## src/rtl/demux1to4_buf_pkg.sv

```systemverilog
// Shared definitions for the buffered 1-to-4 demultiplexer.
//   NUM_CH       : number of output channels
//   CH1..CH4     : in_sel encodings for each output channel
//   sel_decode() : one-hot push-enable vector for a given in_sel
package demux1to4_buf_pkg;

    localparam int NUM_CH = 4;

    localparam logic [1:0] CH1 = 2'b00;
    localparam logic [1:0] CH2 = 2'b01;
    localparam logic [1:0] CH3 = 2'b10;
    localparam logic [1:0] CH4 = 2'b11;

    function automatic logic [NUM_CH-1:0] sel_decode(input logic [1:0] sel);
        logic [NUM_CH-1:0] onehot;
        onehot = '0;
        case (sel)
            CH1:     onehot = 4'b0001;
            CH2:     onehot = 4'b0010;
            CH3:     onehot = 4'b0100;
            CH4:     onehot = 4'b1000;
            default: onehot = '0;
        endcase
        return onehot;
    endfunction

endpackage

```

## src/rtl/demux_chan_fifo.sv

```systemverilog
// Single-channel FIFO used by each output of demux1to4_buf.
// Ports:
//   clk, rst_n : clock, async active-low reset
//   i_push     : write i_data (ignored when full, even if popping this cycle)
//   i_pop      : remove head (ignored when empty)
//   i_data     : word to write
//   o_full     : count == DEPTH
//   o_empty    : count == 0
//   o_head     : storage at read pointer (unmasked; caller masks when empty)
module demux_chan_fifo #(
    parameter int WIDTH = 32,
    parameter int DEPTH = 2
) (
    input  logic             clk,
    input  logic             rst_n,
    input  logic             i_push,
    input  logic             i_pop,
    input  logic [WIDTH-1:0] i_data,
    output logic             o_full,
    output logic             o_empty,
    output logic [WIDTH-1:0] o_head
);

    localparam int AW = $clog2(DEPTH);
    localparam logic [AW:0] FULL_CNT = (AW+1)'(DEPTH);

    logic [WIDTH-1:0] r_mem [DEPTH];
    logic [AW-1:0]    r_wptr;
    logic [AW-1:0]    r_rptr;
    logic [AW:0]      r_count;

    logic w_do_push;
    logic w_do_pop;

    assign o_full    = (r_count == FULL_CNT);
    assign o_empty   = (r_count == '0);
    // Full refuses a push regardless of a same-cycle pop, so in_ready never
    // depends on the consumer's ready.
    assign w_do_push = i_push && !o_full;
    assign w_do_pop  = i_pop && !o_empty;
    assign o_head    = r_mem[r_rptr];

    always_ff @(posedge clk or negedge rst_n) begin
        if (!rst_n) begin
            r_wptr  <= '0;
            r_rptr  <= '0;
            r_count <= '0;
        end else begin
            if (w_do_push) r_wptr <= r_wptr + 1'b1;
            if (w_do_pop)  r_rptr <= r_rptr + 1'b1;
            case ({w_do_push, w_do_pop})
                2'b10:   r_count <= r_count + 1'b1;
                2'b01:   r_count <= r_count - 1'b1;
                default: r_count <= r_count;
            endcase
        end
    end

    // Storage needs no reset: stale entries are unreachable once count is 0.
    always_ff @(posedge clk) begin
        if (w_do_push) r_mem[r_wptr] <= i_data;
    end

endmodule

```

## src/rtl/demux1to4_buf.sv

```systemverilog
// Buffered 1-to-4 demultiplexer: steers each input word into one of four
// independently stalled output channels, each with its own FIFO.
// Ports:
//   clk, rst_n     : clock, async active-low reset
//   in_data/in_sel : word and destination channel (00->out1 .. 11->out4)
//   in_valid       : input word valid
//   in_ready       : selected channel not full (0 while in reset)
//   out1..out4     : channel head word, zero when the channel is empty
//   out_valid[k]   : channel k+1 non-empty
//   out_ready[k]   : consumer k+1 takes the head
module demux1to4_buf
    import demux1to4_buf_pkg::*;
#(
    parameter int WIDTH = 32,
    parameter int DEPTH = 2
) (
    input  logic              clk,
    input  logic              rst_n,
    input  logic [WIDTH-1:0]  in_data,
    input  logic [1:0]        in_sel,
    input  logic              in_valid,
    output logic              in_ready,
    output logic [WIDTH-1:0]  out1,
    output logic [WIDTH-1:0]  out2,
    output logic [WIDTH-1:0]  out3,
    output logic [WIDTH-1:0]  out4,
    output logic [NUM_CH-1:0] out_valid,
    input  logic [NUM_CH-1:0] out_ready
);

    logic [NUM_CH-1:0] w_full;
    logic [NUM_CH-1:0] w_empty;
    logic [NUM_CH-1:0] w_push;
    logic [WIDTH-1:0]  w_head [NUM_CH];
    logic [WIDTH-1:0]  w_out  [NUM_CH];

    // rst_n gating keeps in_ready low during reset even though the FIFO
    // flags already read empty.
    assign in_ready = rst_n && !w_full[in_sel];
    assign w_push   = sel_decode(in_sel) & {NUM_CH{in_valid && in_ready}};

    for (genvar k = 0; k < NUM_CH; k++) begin : g_ch
        demux_chan_fifo #(
            .WIDTH (WIDTH),
            .DEPTH (DEPTH)
        ) u_fifo (
            .clk     (clk),
            .rst_n   (rst_n),
            .i_push  (w_push[k]),
            .i_pop   (out_ready[k]),
            .i_data  (in_data),
            .o_full  (w_full[k]),
            .o_empty (w_empty[k]),
            .o_head  (w_head[k])
        );

        assign w_out[k] = w_empty[k] ? '0 : w_head[k];
    end

    assign out_valid = ~w_empty;
    assign out1      = w_out[0];
    assign out2      = w_out[1];
    assign out3      = w_out[2];
    assign out4      = w_out[3];

endmodule

```

## config.mk

```make
export PLATFORM = sky130hd
export DESIGN_NAME = demux1to4_buf
export DESIGN_NICKNAME = d
export VERILOG_FILES = /design/src/rtl/demux1to4_buf_pkg.sv /design/src/rtl/demux_chan_fifo.sv /design/src/rtl/demux1to4_buf.sv
export SDC_FILE = /design/constraint.sdc
export NUM_CORES = 1
export LEC_CHECK = 0
export BUFFER_PORTS_ARGS = -buffer_cell sky130_fd_sc_hd__buf_2
export CAP_MARGIN = 40
export CORE_ASPECT_RATIO = 1.75
export CORE_UTILIZATION = 30
export CTS_BUF_LIST = sky130_fd_sc_hd__clkbuf_16
export DETAILED_ROUTE_END_ITERATION = 12
export GPL_TIMING_DRIVEN = 0
export PLACE_DENSITY = 0.48
export SETUP_SLACK_MARGIN = 0.4
export SYNTH_ARGS = -nofsm -noshare
export SYNTH_HDL_FRONTEND = slang
export SYNTH_HIERARCHICAL = 1
export SYNTH_SLANG_ARGS = --single-unit
```

## constraint.sdc

```tcl
create_clock -name clk -period 2.77 [get_ports clk]
set_clock_uncertainty 0.15 [all_clocks]
set_input_delay 0.1385 -clock clk [delete_from_list [all_inputs] [get_ports clk]]
set_output_delay 0.1385 -clock clk [all_outputs]
set_load 0.05 [all_outputs]
```

==> impl.org <==
** STA
- Final hold violations :: 0
- Slew HR :: 45.75%
- Final-report max-slew violation count :: 0
- RSZ-0062 raised after global routing :: yes
- For the pin with the worst max-slew slack, the measured transition is 0.8111 ns.
- Number of setup violations in the final report :: 0
- Setup slack after layout :: 0.4583 ns
- Period utilization :: 83.46%
- Maximum operating frequency :: 432.6 MHz
- The routed design could run at a clock period as short as 2.312 ns.

** Synthesis
- Seq cells post-synth :: 272
- Post-Synthesis Cell Area :: 11,560 µm²
- Share of synthesized area occupied by flip-flops and latches :: 69.96%
- Each instance of the synthesized netlist takes up on average 18.53 µm².
- The synthesized design devotes to its leading area cell type 66.49% of total area.
- Sorting the synthesized cells by area gives the leading types as edfxtp_1 66%, mux2_4 15%, nor2b_1 7.0%.
- Net count after synthesis :: 669
- Count of synthesis-stage warnings from yosys :: 6
- The largest total area in the synthesized netlist belongs to edfxtp_1.
- Instance count of the mapped netlist :: 624
- Yosys mapped the design onto 23 distinct sky130hd cell types.

** Critical path
- The critical path contains buffers and inverters numbering 3 combined.
- STA puts the critical path data required time at 2.48 ns.
- Of all nets on the critical path, the largest fanout is 10.
- Top Family by Delay on Critical Path :: buffers and inverters
- Stage delay of the slowest cell on the critical path :: 0.37 ns
- Endpoint type of the worst setup path :: output port
- Master of the slowest instance on the critical path :: dfrtp_1
- Data on the critical path arrives at its endpoint at 2.02 ns.
- STA classifies the critical path startpoint as a register.
- Critical Setup Path Class :: register to output port
- Cell Chain, Critical Path :: buf_6, buf_12, mux2_4, nor2b_1, buf_2

** Cells and area
- Compared with the post-synthesis result, the final layout area differs by 28.08%.
- The repair_antennas step left the layout with diodes totalling 0.
- Final cell utilization of the core :: 39.22%
- After the last flow step, the layout net total stands at 928.
- Non-filler cells, final :: 1,382
- Count of filler cells inserted in the layout :: 3,509
- Of the cells placed in the final design, the portion with a size suffix greater than 1 is 45.68%.

** Die
- Width of the die :: 150.4 µm
- Y dimension of the die :: 261.7 µm
- For this configuration, the core starts out at a cell density of 30.62%.
- The core region is 37,750 µm².
- The floorplan step defined a die boundary enclosing 39,360 µm².
- The initialized floorplan defines 94 standard-cell rows.
- Number of top-level design ports :: 174

** Flow run
- Number of maximum-capacitance constraint violations :: 0

** Global routing
- Largest net degree at the start of global routing :: 24
- Across every metal layer, demand over resource in global routing totals 14.39%.
- The number of antenna violations at the first check in global routing is 0.
- First-pass GRT wire length :: 39,910 µm
- Global route total overflow :: 0
- Number of global-route vias before repair :: 6,025

** Power and ir drop
- In this run the static leakage power is 5.729 nW.
- Switching share of total power :: 43.44%
- Clock power share :: 21.3%
- Peak ir drop on the vdd network :: 0.5574 mV
- Internal power comes to 9.719 mW.
- Cell Pwr Density :: 1160 nW/µm²
- Total chip power :: 17.18 mW
- Sequential cells account for 28.8% of the total power.
- The analysis attributes to net switching a power of 7.465 mW.
- Combinational logic is responsible for 49.9% of the overall power.

** Drt
- Routed vias/inst :: 4.294
- Total via count after detailed routing :: 5,934
- Before antenna repair, the detailed router went through 4 iterations.
- Remaining design rule violation count :: 0
- Count of antenna-violating nets left after detailed routing :: 0
- In the final routed layout, each cell accounts on average for 20.38 µm.
- Aggregate routed wire length :: 28,170 µm
- The detailed router finished its first iteration with 199 violations.

** Clocking
- Clock latency at the later pin of the worst-skew pair :: 0.54 ns
- The clock net in this run drives a total of 272 sinks.
- Number of buffers on the longest clock path :: 3
- In this run the number of H-tree levels came out at 1.
- Clock tree synthesis inserted a total of 26 buffers.
- CTS tree :: yes
- The tree is rooted in a clkbuf_16.
- After clock tree synthesis, the clock-pin slew on the worst setup and hold paths is 0.07 ns.

** Outcome
- Outcome :: finished clean

** Place
- The congestion estimate from routability-driven global placement came to 0.6905.
- Placed wire-length estimate after detailed placement :: 19,310 µm
- In this run, placement finished with an instance count of 1,287.
- Port buffer count :: 173
- DP Worst Slack :: 0.06299 ns

** Worst hold path
- The worst hold path belongs to the class primary input to register.
## through the flow
stage / hold WS, ns / TNS (ns) / cell area [µm²]
2_1_floorplan: -0.3071 / 0 / 11580
3_3_place_gp: -0.04995 / -101.00 / 13050
3_5_place_dp: -0.04348 / 0 / 13280
4_1_cts: 0.2436 / 0 / 14760
5_1_grt: 0.2612 / 0 / 14810
6_report: 0.2666 / 0 / 14810
## cells by family (layout without fill, tap and decap cells)
logic type | Yosys count | count (layout) | share of synthesized area, %
flip-flops | 272 | 272 | 69.96
AND/OR/NAND/NOR | 163 | 163 | 8.550
multiplexers | 129 | 129 | 16.43
buffers and inverters | 36 | 314 | 3.117
XOR/XNOR | 20 | 20 | 1.515
adder cells (fa/ha/maj) | 4 | 4 | 0.4329
## layout by cell type (no fill, tap or decap), types with 5 or more instances in the layout
cell and count:
buf_12 19, buf_16 6, buf_2 167, buf_4 9
buf_6 5, clkbuf_16 27, clkbuf_4 10, clkinv_1 7
dfrtp_1 13, dlygate4sd3_1 42, edfxtp_1 256, inv_1 11
mux2_2 12, mux2_4 116, nand2_1 5, nor2_4 8
nor2b_1 119, nor2b_2 14, xnor2_1 12, xor2_1 8
## timing repair
action,4_1_cts,5_1_grt
pin swaps,3,1
resized for setup,41,14
gates cloned,0,0
hold buffers,42,0
hold endpoints to repair,283,0
buffers inserted,4,2
setup endpoints to repair,190,66
## registers in the layout, summed over array words and instances, names as in the netlist
name	flops
g_ch.u_fifo/r_count	8
g_ch.u_fifo/r_rptr	4
g_ch.u_fifo/r_mem	256
g_ch.u_fifo/r_wptr	4
## worst paths after layout
check	from	end	slack (ns)	cells past startpoint
max	g_ch[2].u_fifo/r_rptr	out3[13]	0.46	5
min	in_data[5]	g_ch[1].u_fifo/r_mem[1][5]	0.27	2
max reg2reg	g_ch[1].u_fifo/r_count[0]	g_ch[1].u_fifo/r_mem[1][30]	0.49	5
min reg2reg	g_ch[3].u_fifo/r_count[0]	g_ch[3].u_fifo/r_count[0]	0.39	1
max in group asynchronous	rst_n	g_ch[2].u_fifo/r_count[0]	1.24	3
min in group asynchronous	rst_n	g_ch[2].u_fifo/r_rptr	0.67	3
## synth_stat cells
cell      count
mux2_4      116
mux4_2        1
nand3_1       1
buf_12       12
nor4b_1       1
clkbuf_1     12
inv_1         8
edfxtp_1    256
mux2_2       12
xnor2_1      12
nand2_1       5
xor2_1        8
ha_1          4
nor4_1        1
nor3_1        1
nor2_1       12
and3_1        4
nor3b_1       1
nand2b_1      4
nor2b_1     129
dfrtp_1      16
nor2b_2       4
buf_6         4
## power groups by stage
stage,clock [mW],combinational [mW],sequential (mW)
floorplan,0,6.38,4.97
global placement,0,8.48,4.99
detailed placement,0,8.55,5.00
CTS,3.77,8.75,4.94
global route,3.88,9.02,4.98
finish,3.66,8.57,4.95
## metal layers
metal / vias up / GRT usage [%] / routed length [µm]
li1: 2792 / - / -
met1: 2980 / 15.80 / 10620
met2: 133 / 28.11 / 15960
met3: 29 / 1.649 / 995
met4: 0 / 4.630 / 591
met5: - / 0 / 0
## final cells by class
cell class	count	area (µm²)	area share, %
buffer	28	367.9	2.484
clock buffer	27	675.6	4.563
clock inverter	20	201.4	1.360
inverter	8	30.03	0.2028
multi-input combinational	316	3203	21.63
sequential	272	8092	54.64
tap	480	600.6	4.056
timing repair buffer	231	1638	11.06
Power figures use the tool's default switching activity.
